### config.mk
export PLATFORM = sky130hd
export DESIGN_NAME = param_updown_counter_hex
export DESIGN_NICKNAME = d
export VERILOG_FILES = /design/src/rtl/param_updown_counter_hex_pkg.sv /design/src/rtl/param_updown_counter_hex_seg7_digit.sv /design/src/rtl/param_updown_counter_hex.sv
export SDC_FILE = /design/constraint.sdc
export NUM_CORES = 1
export LEC_CHECK = 0
export ABC_CLOCK_PERIOD_IN_PS = 3440
export CAP_MARGIN = 10
export CORE_ASPECT_RATIO = 1.5
export CORE_MARGIN = 1.5
export CORE_UTILIZATION = 50
export CTS_CLUSTER_SIZE = 25
export DETAILED_ROUTE_END_ITERATION = 12
export GPL_ROUTABILITY_DRIVEN = 0
export PLACE_DENSITY_LB_ADDON = 0.3
export SYNTH_ARGS = -nofsm -noshare
export SYNTH_HDL_FRONTEND = slang
export SYNTH_SLANG_ARGS = --single-unit
### constraint.sdc
create_clock -name Clock -period 3.44 [get_ports Clock]
set_clock_uncertainty 0.2 [all_clocks]
set_input_delay 0.688 -clock Clock [delete_from_list [all_inputs] [get_ports Clock]]
set_output_delay 0.688 -clock Clock [all_outputs]
set_load 0.01 [all_outputs]
### src/rtl/param_updown_counter_hex_pkg.sv
// Shared display constants for the counter and later display blocks.
// Seven-segment codes are active-low, bit 6 = segment a ... bit 0 = segment g.
package param_updown_counter_hex_pkg;

    localparam int unsigned SEG_W    = 7;
    localparam int unsigned NIBBLE_W = 4;

    localparam logic [SEG_W-1:0] SEG_0     = 7'b0000001;
    localparam logic [SEG_W-1:0] SEG_1     = 7'b1001111;
    localparam logic [SEG_W-1:0] SEG_2     = 7'b0010010;
    localparam logic [SEG_W-1:0] SEG_3     = 7'b0000110;
    localparam logic [SEG_W-1:0] SEG_4     = 7'b1001100;
    localparam logic [SEG_W-1:0] SEG_5     = 7'b0100100;
    localparam logic [SEG_W-1:0] SEG_6     = 7'b0100000;
    localparam logic [SEG_W-1:0] SEG_7     = 7'b0001111;
    localparam logic [SEG_W-1:0] SEG_8     = 7'b0000000;
    localparam logic [SEG_W-1:0] SEG_9     = 7'b0001100;
    localparam logic [SEG_W-1:0] SEG_A     = 7'b0001000;
    localparam logic [SEG_W-1:0] SEG_B     = 7'b1100000;
    localparam logic [SEG_W-1:0] SEG_C     = 7'b0110001;
    localparam logic [SEG_W-1:0] SEG_D     = 7'b1000010;
    localparam logic [SEG_W-1:0] SEG_E     = 7'b0110000;
    localparam logic [SEG_W-1:0] SEG_F     = 7'b0111000;
    localparam logic [SEG_W-1:0] SEG_BLANK = 7'b1111111;

endpackage

### src/rtl/param_updown_counter_hex_seg7_digit.sv
// Hex nibble to active-low seven-segment decode (pure combinational).
// Ports: nibble - 4-bit value; seg - segments a..g on bits 6..0, 0 = lit.
module seg7_digit
    import param_updown_counter_hex_pkg::*;
(
    input  logic [NIBBLE_W-1:0] nibble,
    output logic [SEG_W-1:0]    seg
);

    always_comb begin
        seg = SEG_BLANK;
        case (nibble)
            4'h0: seg = SEG_0;
            4'h1: seg = SEG_1;
            4'h2: seg = SEG_2;
            4'h3: seg = SEG_3;
            4'h4: seg = SEG_4;
            4'h5: seg = SEG_5;
            4'h6: seg = SEG_6;
            4'h7: seg = SEG_7;
            4'h8: seg = SEG_8;
            4'h9: seg = SEG_9;
            4'hA: seg = SEG_A;
            4'hB: seg = SEG_B;
            4'hC: seg = SEG_C;
            4'hD: seg = SEG_D;
            4'hE: seg = SEG_E;
            4'hF: seg = SEG_F;
        endcase
    end

endmodule

### src/rtl/param_updown_counter_hex.sv
// Modulo-MOD up/down counter with clamped parallel load, cascade terminal
// count, sticky wrap flag and direct hex seven-segment drive.
// Ports: Clock, Resetn (sync, active-low), En, Up, Load, LoadVal[WIDTH];
//        Count[WIDTH] (reg), Tc (comb), Ovf (reg), HEX[DIGITS*7] (comb, active-low).
module param_updown_counter_hex
    import param_updown_counter_hex_pkg::*;
#(
    parameter int unsigned      WIDTH = 8,
    parameter longint unsigned  MOD   = 256
)(
    input  logic                      Clock,
    input  logic                      Resetn,
    input  logic                      En,
    input  logic                      Up,
    input  logic                      Load,
    input  logic [WIDTH-1:0]          LoadVal,
    output logic [WIDTH-1:0]          Count,
    output logic                      Tc,
    output logic                      Ovf,
    output logic [((WIDTH+3)/4)*7-1:0] HEX
);

    localparam int unsigned     DIGITS  = (WIDTH + 3) / 4;
    localparam int unsigned     PAD_W   = DIGITS * NIBBLE_W;
    // Top count value; the modulus is held in 64 bits so 2**32 is representable.
    localparam logic [WIDTH-1:0] MAX_VAL = WIDTH'(MOD - 64'd1);

    logic [WIDTH-1:0] count_q;
    logic [WIDTH-1:0] count_d;
    logic             ovf_q;
    logic             ovf_d;
    logic             at_max;
    logic             at_zero;
    logic [PAD_W-1:0] count_pad;

    assign at_max  = (count_q == MAX_VAL);
    assign at_zero = (count_q == '0);

    // Next count/flag: Load beats En; wraps are at MOD, not 2**WIDTH.
    always_comb begin
        count_d = count_q;
        ovf_d   = ovf_q;
        if (Load) begin
            count_d = (64'(LoadVal) >= MOD) ? MAX_VAL : LoadVal;
            ovf_d   = 1'b0;
        end else if (En) begin
            if (Up) begin
                if (at_max) begin
                    count_d = '0;
                    ovf_d   = 1'b1;
                end else begin
                    count_d = count_q + WIDTH'(1);
                end
            end else begin
                if (at_zero) begin
                    count_d = MAX_VAL;
                    ovf_d   = 1'b1;
                end else begin
                    count_d = count_q - WIDTH'(1);
                end
            end
        end
    end

    // State register with synchronous active-low reset.
    always_ff @(posedge Clock) begin
        if (!Resetn) begin
            count_q <= '0;
            ovf_q   <= 1'b0;
        end else begin
            count_q <= count_d;
            ovf_q   <= ovf_d;
        end
    end

    assign Count = count_q;
    assign Ovf   = ovf_q;

    // Terminal count is deliberately independent of Load so cascaded stages
    // sharing Load stay coherent.
    assign Tc = En & (Up ? at_max : at_zero);

    // Zero-pad the top nibble when WIDTH is not a multiple of 4.
    assign count_pad = PAD_W'(count_q);

    for (genvar i = 0; i < DIGITS; i++) begin : g_digit
        seg7_digit u_digit (
            .nibble (count_pad[NIBBLE_W*i +: NIBBLE_W]),
            .seg    (HEX[SEG_W*i +: SEG_W])
        );
    end

endmodule

==> metrics, run 1 <==
outcome completed; Yosys warning count 0; count of vias placed by the detailed router between 1500 and 2000; crit path max fanout 8; number of unique standard cell types used by synthesis just under 60; total power after layout between 0.0007 and 0.0008 W; per-cell via count in the routed design 5.91; area of the die roughly 3700 sq um; synthesized netlist net count between 200 and 250; setup repair after global routing missed its margin no; DR WL/cell ~15 um; CTS tree yes; syn_area_per_cell around 8.3 sq um; CTS buffer count 3; measured slew at the worst slew-check pin between 400 and 500 ps; antenna diode count 0; most common cell after layout, fill and taps aside sky130_fd_sc_hd__clkdlybuf4s50_1; wire length on met2 2.15 mm; Detailed Routing Iterations Pass 1 4; mapped cell area 1680 sq um; final standard cell count with taps included and fillers excluded between 200 and 300; total routed wire length on the met1 layer roughly 1.7 mm; die outline width ~50 um; GRT Total Usage between 20% and 30%; post-synthesis to final-layout area growth 29.4%; hold path cells 2; clock-pin slew reported for the worst setup and hold paths after clock tree synthesis approximately 80 ps; series of cell instances along the critical path clkdlybuf4s50_1 > buf_4 > and4b_1 > or4_1 > o21ai_0 > and2_1 > inv_1 > ha_1 > and3_1 > a221o_1; number of global-route vias before repair between 1500 and 2000; synthesized flop and latch total 23; Seq/Total Area, Yosys 27.4%; total instance count after detailed placement between 200 and 300; routed length on met3 165 um; cell at the slowest stage of the critical path sky130_fd_sc_hd__clkdlybuf4s50_1; Clock Tree Buf Depth 2; cells on worst reg2reg path 12; final setup violating endpoints 0; wire length of the first global-routing pass just under 7 mm; highest routing layer actually used met4; top library cells by usage in the layout, fill and taps aside sky130_fd_sc_hd__clkdlybuf4s50_1 (35), sky130_fd_sc_hd__dfxtp_1 (23), sky130_fd_sc_hd__inv_1 (17), sky130_fd_sc_hd__buf_4 (15), sky130_fd_sc_hd__ha_1 (14); largest net degree at the start of global routing 14; category of the worst setup path launch point input pin; total wire length after detailed routing roughly 4.2 mm; final hold violation count 0; number of antenna violations at the first check in global routing 0; Critical Path Sink Type flip-flop; number of port buffers 36; critical path type in -> reg; Final min period ~3200 ps; starting density of the core 52.6%; cells after synthesis around 200; H-tree depth 1; worst slew margin relative to its limit a little over two thirds; maxcap violations 0; maximum single-stage delay on the critical path roughly 500 ps; Async S/R FF share, synth 0%; insertion delay to the later sink of the worst-skew pair around 260 ps; Post-DP HPWL around 3.2 mm; number of sinks handled by clock tree synthesis 23; vertical die dimension 74.0 um; number of top-level design ports 37; post-detailed-route count of antenna-violating nets 0; Detailed Route Iter0 Violations 60; Final Max Tran Viols 0; Worst Path Required around 3400 ps; library cell used as clock root buffer sky130_fd_sc_hd__clkbuf_8; PwrDens between 300 and 400 nW/um^2; number of enable-type register cells in the synthesized netlist 0; critical path data arrival time 3160 ps; highest clock frequency the design can meet 312 MHz; core box area around 3200 sq um; total global routing overflow 0; leakage power total 0.930 nW; crit share post-route 93.1%; number of rows in the core area 25; final routed DRC violation total 0; cts-stage hold buffer count 0; share of cells above drive strength 1 a little under an eighth; largest vdd supply drop 340 uV; prevailing post-synth register cell sky130_fd_sc_hd__dfxtp_1; classification of the worst-slack hold path reg -> reg; number of nets in the final layout ~270
==> Yosys cell counts, types with 2 or more instances <==
cell type / count / area [sq um]
sky130_fd_sc_hd__a21o_1: 4 / 30.0
sky130_fd_sc_hd__a21oi_1: 8 / 40.0
sky130_fd_sc_hd__a221o_1: 2 / 20.0
sky130_fd_sc_hd__a31oi_1: 2 / 12.5
sky130_fd_sc_hd__and2_1: 5 / 31.3
sky130_fd_sc_hd__and3_1: 4 / 25.0
sky130_fd_sc_hd__and4_1: 2 / 17.5
sky130_fd_sc_hd__buf_2: 2 / 10.0
sky130_fd_sc_hd__buf_6: 2 / 22.5
sky130_fd_sc_hd__clkbuf_1: 13 / 48.8
sky130_fd_sc_hd__dfxtp_1: 23 / 460
sky130_fd_sc_hd__ha_1: 14 / 175
sky130_fd_sc_hd__inv_1: 17 / 63.8
sky130_fd_sc_hd__mux2i_1: 8 / 80.1
sky130_fd_sc_hd__nand2_1: 10 / 37.5
sky130_fd_sc_hd__nand2b_1: 5 / 31.3
sky130_fd_sc_hd__nand3_1: 6 / 30.0
sky130_fd_sc_hd__nor2_1: 7 / 26.3
sky130_fd_sc_hd__nor2b_1: 4 / 25.0
sky130_fd_sc_hd__nor3_1: 6 / 30.0
sky130_fd_sc_hd__nor4_1: 2 / 12.5
sky130_fd_sc_hd__o211ai_1: 3 / 22.5
sky130_fd_sc_hd__o21ai_0: 4 / 20.0
sky130_fd_sc_hd__o22ai_1: 4 / 25.0
sky130_fd_sc_hd__o31ai_1: 4 / 30.0
sky130_fd_sc_hd__o32ai_1: 3 / 26.3
sky130_fd_sc_hd__or3_1: 3 / 18.8
sky130_fd_sc_hd__or4_1: 3 / 22.5
sky130_fd_sc_hd__or4_4: 2 / 22.5
sky130_fd_sc_hd__xnor2_1: 3 / 26.3
==> sequential cells by signal, summed over array words and instances (netlist names) <==
register             flops
Ovf                      1
Count                    8
g_digit.u_digit.seg     14
==> area by class of cell <==
cell class,instances,area [sq um]
well taps,40,50.0
inverters,18,67.6
clock buffers,4,45.0
multi-input cells,145,1070
flip-flops and latches,23,460
repair buffers,51,475
fillers,274,1020
==> repair_timing <==
item / in CTS / in global routing
endpoints found under the hold margin: 0 / 0
setup buffers: 0 / 0
resized for setup: 1 / 2
pin swaps: 0 / 1
setup endpoints to repair: 1 / 1
==> final timing paths <==
kind | slack (ps) | to | startpoint
setup / recovery | 240 | g_digit[1].u_digit.seg[6] | Up
hold / removal | 300 | Ovf | Ovf
setup reg to reg | 380 | g_digit[0].u_digit.seg[3] | Count[0]
hold reg to reg | 300 | Ovf | Ovf
==> metal layers <==
layer,vias up,GRT usage (%)
met2,51,42.0
met4,0,12.9
met3,19,2.81
met5,-,0
li1,816,-
met1,774,27.2
==> per-stage QoR <==
stage / hold WS, ps / utilization, % / instance area (sq um) / setup slack [ps] / setup TNS (ps)
floorplan: 305 / - / 1680 / 428 / 0
global placement: 290 / 66.5 / 2120 / 18.4 / 0
detailed placement: 282 / 66.5 / 2120 / -5.91 / -9.10
CTS: 301 / 68.0 / 2170 / 22.1 / 0
global route: 318 / 68.1 / 2170 / 78.2 / 0
finish: 295 / 68.1 / 2170 / 238 / 0
==> power breakdown <==
| part | switching, W | internal (W) | leakage [nW] |
|---|---|---|---|
| clock network | 0.0000868 | 0.0000827 | 0.0228 |
| registers | 0.0000255 | 0.000297 | 0.191 |
| logic | 0.000135 | 0.000148 | 0.717 |
==> kinds of logic (layout without fill, tap and decap cells) <==
logic type	count (synthesis)	after routing	share of synthesized area, %
flops	23	23	27.4
simple gates	69	69	24.3
xor+xnor	3	3	1.57
compound gates	50	50	22.0
mux	9	9	5.44
buf+inv	35	73	8.87
fa+ha+maj	14	14	10.4
==> critical path, delay by kind of cell <==
kind            cells  cell delay, ps
simple gates        4            1010
buf+inv             3             730
compound gates      2             540
fa+ha+maj           1             200
Power figures use the tool's default switching activity.
==> inputs of run 2 (changes only) <==
--- a/config.mk
+++ b/config.mk
@@ -7,7 +7,6 @@
 export LEC_CHECK = 0
 export ABC_CLOCK_PERIOD_IN_PS = 3440
 export CAP_MARGIN = 10
-export CORE_ASPECT_RATIO = 1.5
 export CORE_MARGIN = 1.5
 export CORE_UTILIZATION = 50
 export CTS_CLUSTER_SIZE = 25
==> metrics, run 2 (synthesis results as in run 1) <==
outcome completed (unchanged); leakage power total 0.919 nW (was 0.930 nW); Post-DP HPWL 3.04 mm (was 3.17 mm); number of sinks handled by clock tree synthesis 23 (unchanged); core box area 3130 sq um (was 3190 sq um); crit share post-route 92.0% (was 93.1%); vertical die dimension 61.0 um (was 74.0 um); DR WL/cell 13.8 um (was 15.0 um); number of global-route vias before repair 1433 (was 1587); Detailed Routing Iterations Pass 1 4 (unchanged); total setup buffers inserted after CTS 0 (unchanged); number of antenna violations at the first check in global routing 0 (unchanged); antenna diode count 0 (unchanged); CTS buffer count 3 (unchanged); total global routing overflow 0 (unchanged); classification of the worst-slack hold path reg -> reg (unchanged); number of nets in the final layout 271 (was 269); CTS tree yes (unchanged); Worst Path Required 2550 ps (was 3400 ps); critical path data arrival time 2280 ps (was 3160 ps); total instance count after detailed placement 283 (was 277); wire length of the first global-routing pass 6.40 mm (was 6.89 mm); Detailed Route Iter0 Violations 115 (was 60); post-detailed-route count of antenna-violating nets 0 (unchanged); Final Max Tran Viols 0 (unchanged); clock-pin slew reported for the worst setup and hold paths after clock tree synthesis 120 ps (was 80 ps); library cell used as clock root buffer sky130_fd_sc_hd__clkbuf_4 (was sky130_fd_sc_hd__clkbuf_8); Filler Cell Count 263 (was 274); per-cell via count in the routed design 5.75 (was 5.91); Final min period 3160 ps (was 3200 ps); max reg flops 14 (unchanged); tightest hold margin 282 ps (was 295 ps); number of port buffers 36 (unchanged); final routed DRC violation total 0 (unchanged); insertion delay to the later sink of the worst-skew pair 310 ps (was 260 ps); maximum single-stage delay on the critical path 530 ps (was 500 ps); startpoint of the most critical register-to-register path Count[1] (was Count[0]); crit path max fanout 8 (unchanged); most common cell after layout, fill and taps aside sky130_fd_sc_hd__clkdlybuf4s50_1 (unchanged); capturing instance or port of the critical path Tc (was g_digit[1].u_digit.seg[6]); category of the worst setup path launch point input pin (unchanged); Worst path top cell family by delay buffers and inverters (was simple AND/OR/NAND/NOR gates); share of cells above drive strength 1 11.9% (was 11.6%); series of cell instances along the critical path clkdlybuf4s50_1 > buf_4 > and4_1 > nand3_1 > a21oi_1 > dlygate4sd2_1 (was clkdlybuf4s50_1 > buf_4 > and4b_1 > or4_1 > o21ai_0 > and2_1 > inv_1 > ha_1 > and3_1 > a221o_1); cts-stage hold buffer count 0 (unchanged); largest net degree at the start of global routing 15 (was 14); count of vias placed by the detailed router 1651 (was 1660); critical path type in -> out (was in -> reg); sum of buffers and inverters on the critical path 3 (unchanged); top library cells by usage in the layout, fill and taps aside sky130_fd_sc_hd__clkdlybuf4s50_1 (35), sky130_fd_sc_hd__dfxtp_1 (23), sky130_fd_sc_hd__inv_1 (17), sky130_fd_sc_hd__buf_4 (17), sky130_fd_sc_hd__ha_1 (14) (was sky130_fd_sc_hd__clkdlybuf4s50_1 (35), sky130_fd_sc_hd__dfxtp_1 (23), sky130_fd_sc_hd__inv_1 (17), sky130_fd_sc_hd__buf_4 (15), sky130_fd_sc_hd__ha_1 (14)); number of top-level design ports 37 (unchanged); post-cts resize count 1 (unchanged); Stages on worst setup path 6 (was 10); die outline width 61.0 um (was 50.3 um); starting density of the core 53.7% (was 52.6%); cell at the slowest stage of the critical path sky130_fd_sc_hd__clkdlybuf4s50_1 (unchanged); GRT Total Usage 22.9% (was 23.5%); cells on worst reg2reg path 11 (was 12); final hold violation count 0 (unchanged); final setup violating endpoints 0 (unchanged); largest vdd supply drop 279 uV (was 340 uV); reg-to-reg setup timing slack 510 ps (was 380 ps); total wire length after detailed routing 3.96 mm (was 4.21 mm); worst reg2reg endpoint g_digit[1].u_digit.seg[6] (was g_digit[0].u_digit.seg[3]); maxcap violations 0 (unchanged); PwrDens 337 nW/um^2 (was 356 nW/um^2); measured slew at the worst slew-check pin 460 ps (was 454 ps); H-tree depth 1 (unchanged); final standard cell count with taps included and fillers excluded 287 (was 281); worst slew margin relative to its limit 69.2% (was 69.7%); crit path launch Up (unchanged); setup repair after global routing missed its margin no (unchanged); area of the die 3710 sq um (was 3720 sq um); highest clock frequency the design can meet 316 MHz (was 312 MHz); total power after layout 0.000731 W (was 0.000775 W); setup tns final 0 ps (unchanged); post-synthesis to final-layout area growth 29.2% (was 29.4%); Clock Tree Buf Depth 2 (unchanged); Critical Path Sink Type primary output (was flip-flop); number of rows in the core area 20 (was 25)
run 2: worst min path at each step:
stage          slack (ps)  end  from  cells past startpoint
2_1_floorplan         300  Ovf   Ovf                      2
3_3_place_gp          250  Ovf   Ovf                      2
3_5_place_dp          260  Ovf   Ovf                      2
4_1_cts               290  Ovf   Ovf                      2
5_1_grt               310  Ovf   Ovf                      2
6_report              280  Ovf   Ovf                      2
run 2: routing by layer:
| layer | share of wire (%) | wire [um] | global-route usage, % |
|---|---|---|---|
| met5 | 0 | 0 | 0 |
| met4 | 1.8 | 70 | 7.14 |
| met3 | 6.9 | 274 | 5.33 |
| met2 | 46 | 1830 | 38.6 |
| met1 | 45 | 1780 | 29.1 |
run 2: layout make-up:
class                           instances  area (sq um)  share of cell area (%)
Inverter                               18          67.6                    3.11
Tap cell                               44          55.1                    2.54
Timing Repair Buffer                   53           487                    22.4
Clock inverter                          1          7.51                   0.346
Multi-Input combinational cell        145          1070                    49.3
Clock buffer                            3          22.5                    1.04
Sequential cell                        23           460                    21.2
run 2: through the flow:
| stage | worst slack [ps] | instance area (sq um) | utilization [%] |
|---|---|---|---|
| floorplan | 428 | 1680 | - |
| global placement | 12.0 | 2140 | 68.4 |
| detailed placement | 7.41 | 2140 | 68.4 |
| CTS | 276 | 2170 | 69.4 |
| global route | 174 | 2170 | 69.4 |
| finish | 277 | 2170 | 69.4 |
run 2: worst reg2reg max path: stages (launching register included):
cell	delay, ps
sky130_fd_sc_hd__dfxtp_1	580
sky130_fd_sc_hd__ha_1	300
sky130_fd_sc_hd__and4_1	230
sky130_fd_sc_hd__nand2_1	60
sky130_fd_sc_hd__a31oi_1	230
sky130_fd_sc_hd__o21ai_0	120
sky130_fd_sc_hd__buf_4	160
sky130_fd_sc_hd__and2_1	170
sky130_fd_sc_hd__buf_4	140
sky130_fd_sc_hd__ha_1	210
sky130_fd_sc_hd__and2_1	170
sky130_fd_sc_hd__a221o_1	280
run 2: where the power goes:
| group | switching [W] | internal, W | leakage, nW |
|---|---|---|---|
| registers | 0.0000218 | 0.000297 | 0.191 |
| clock network | 0.0000829 | 0.0000444 | 0.0139 |
| logic | 0.000136 | 0.000149 | 0.715 |
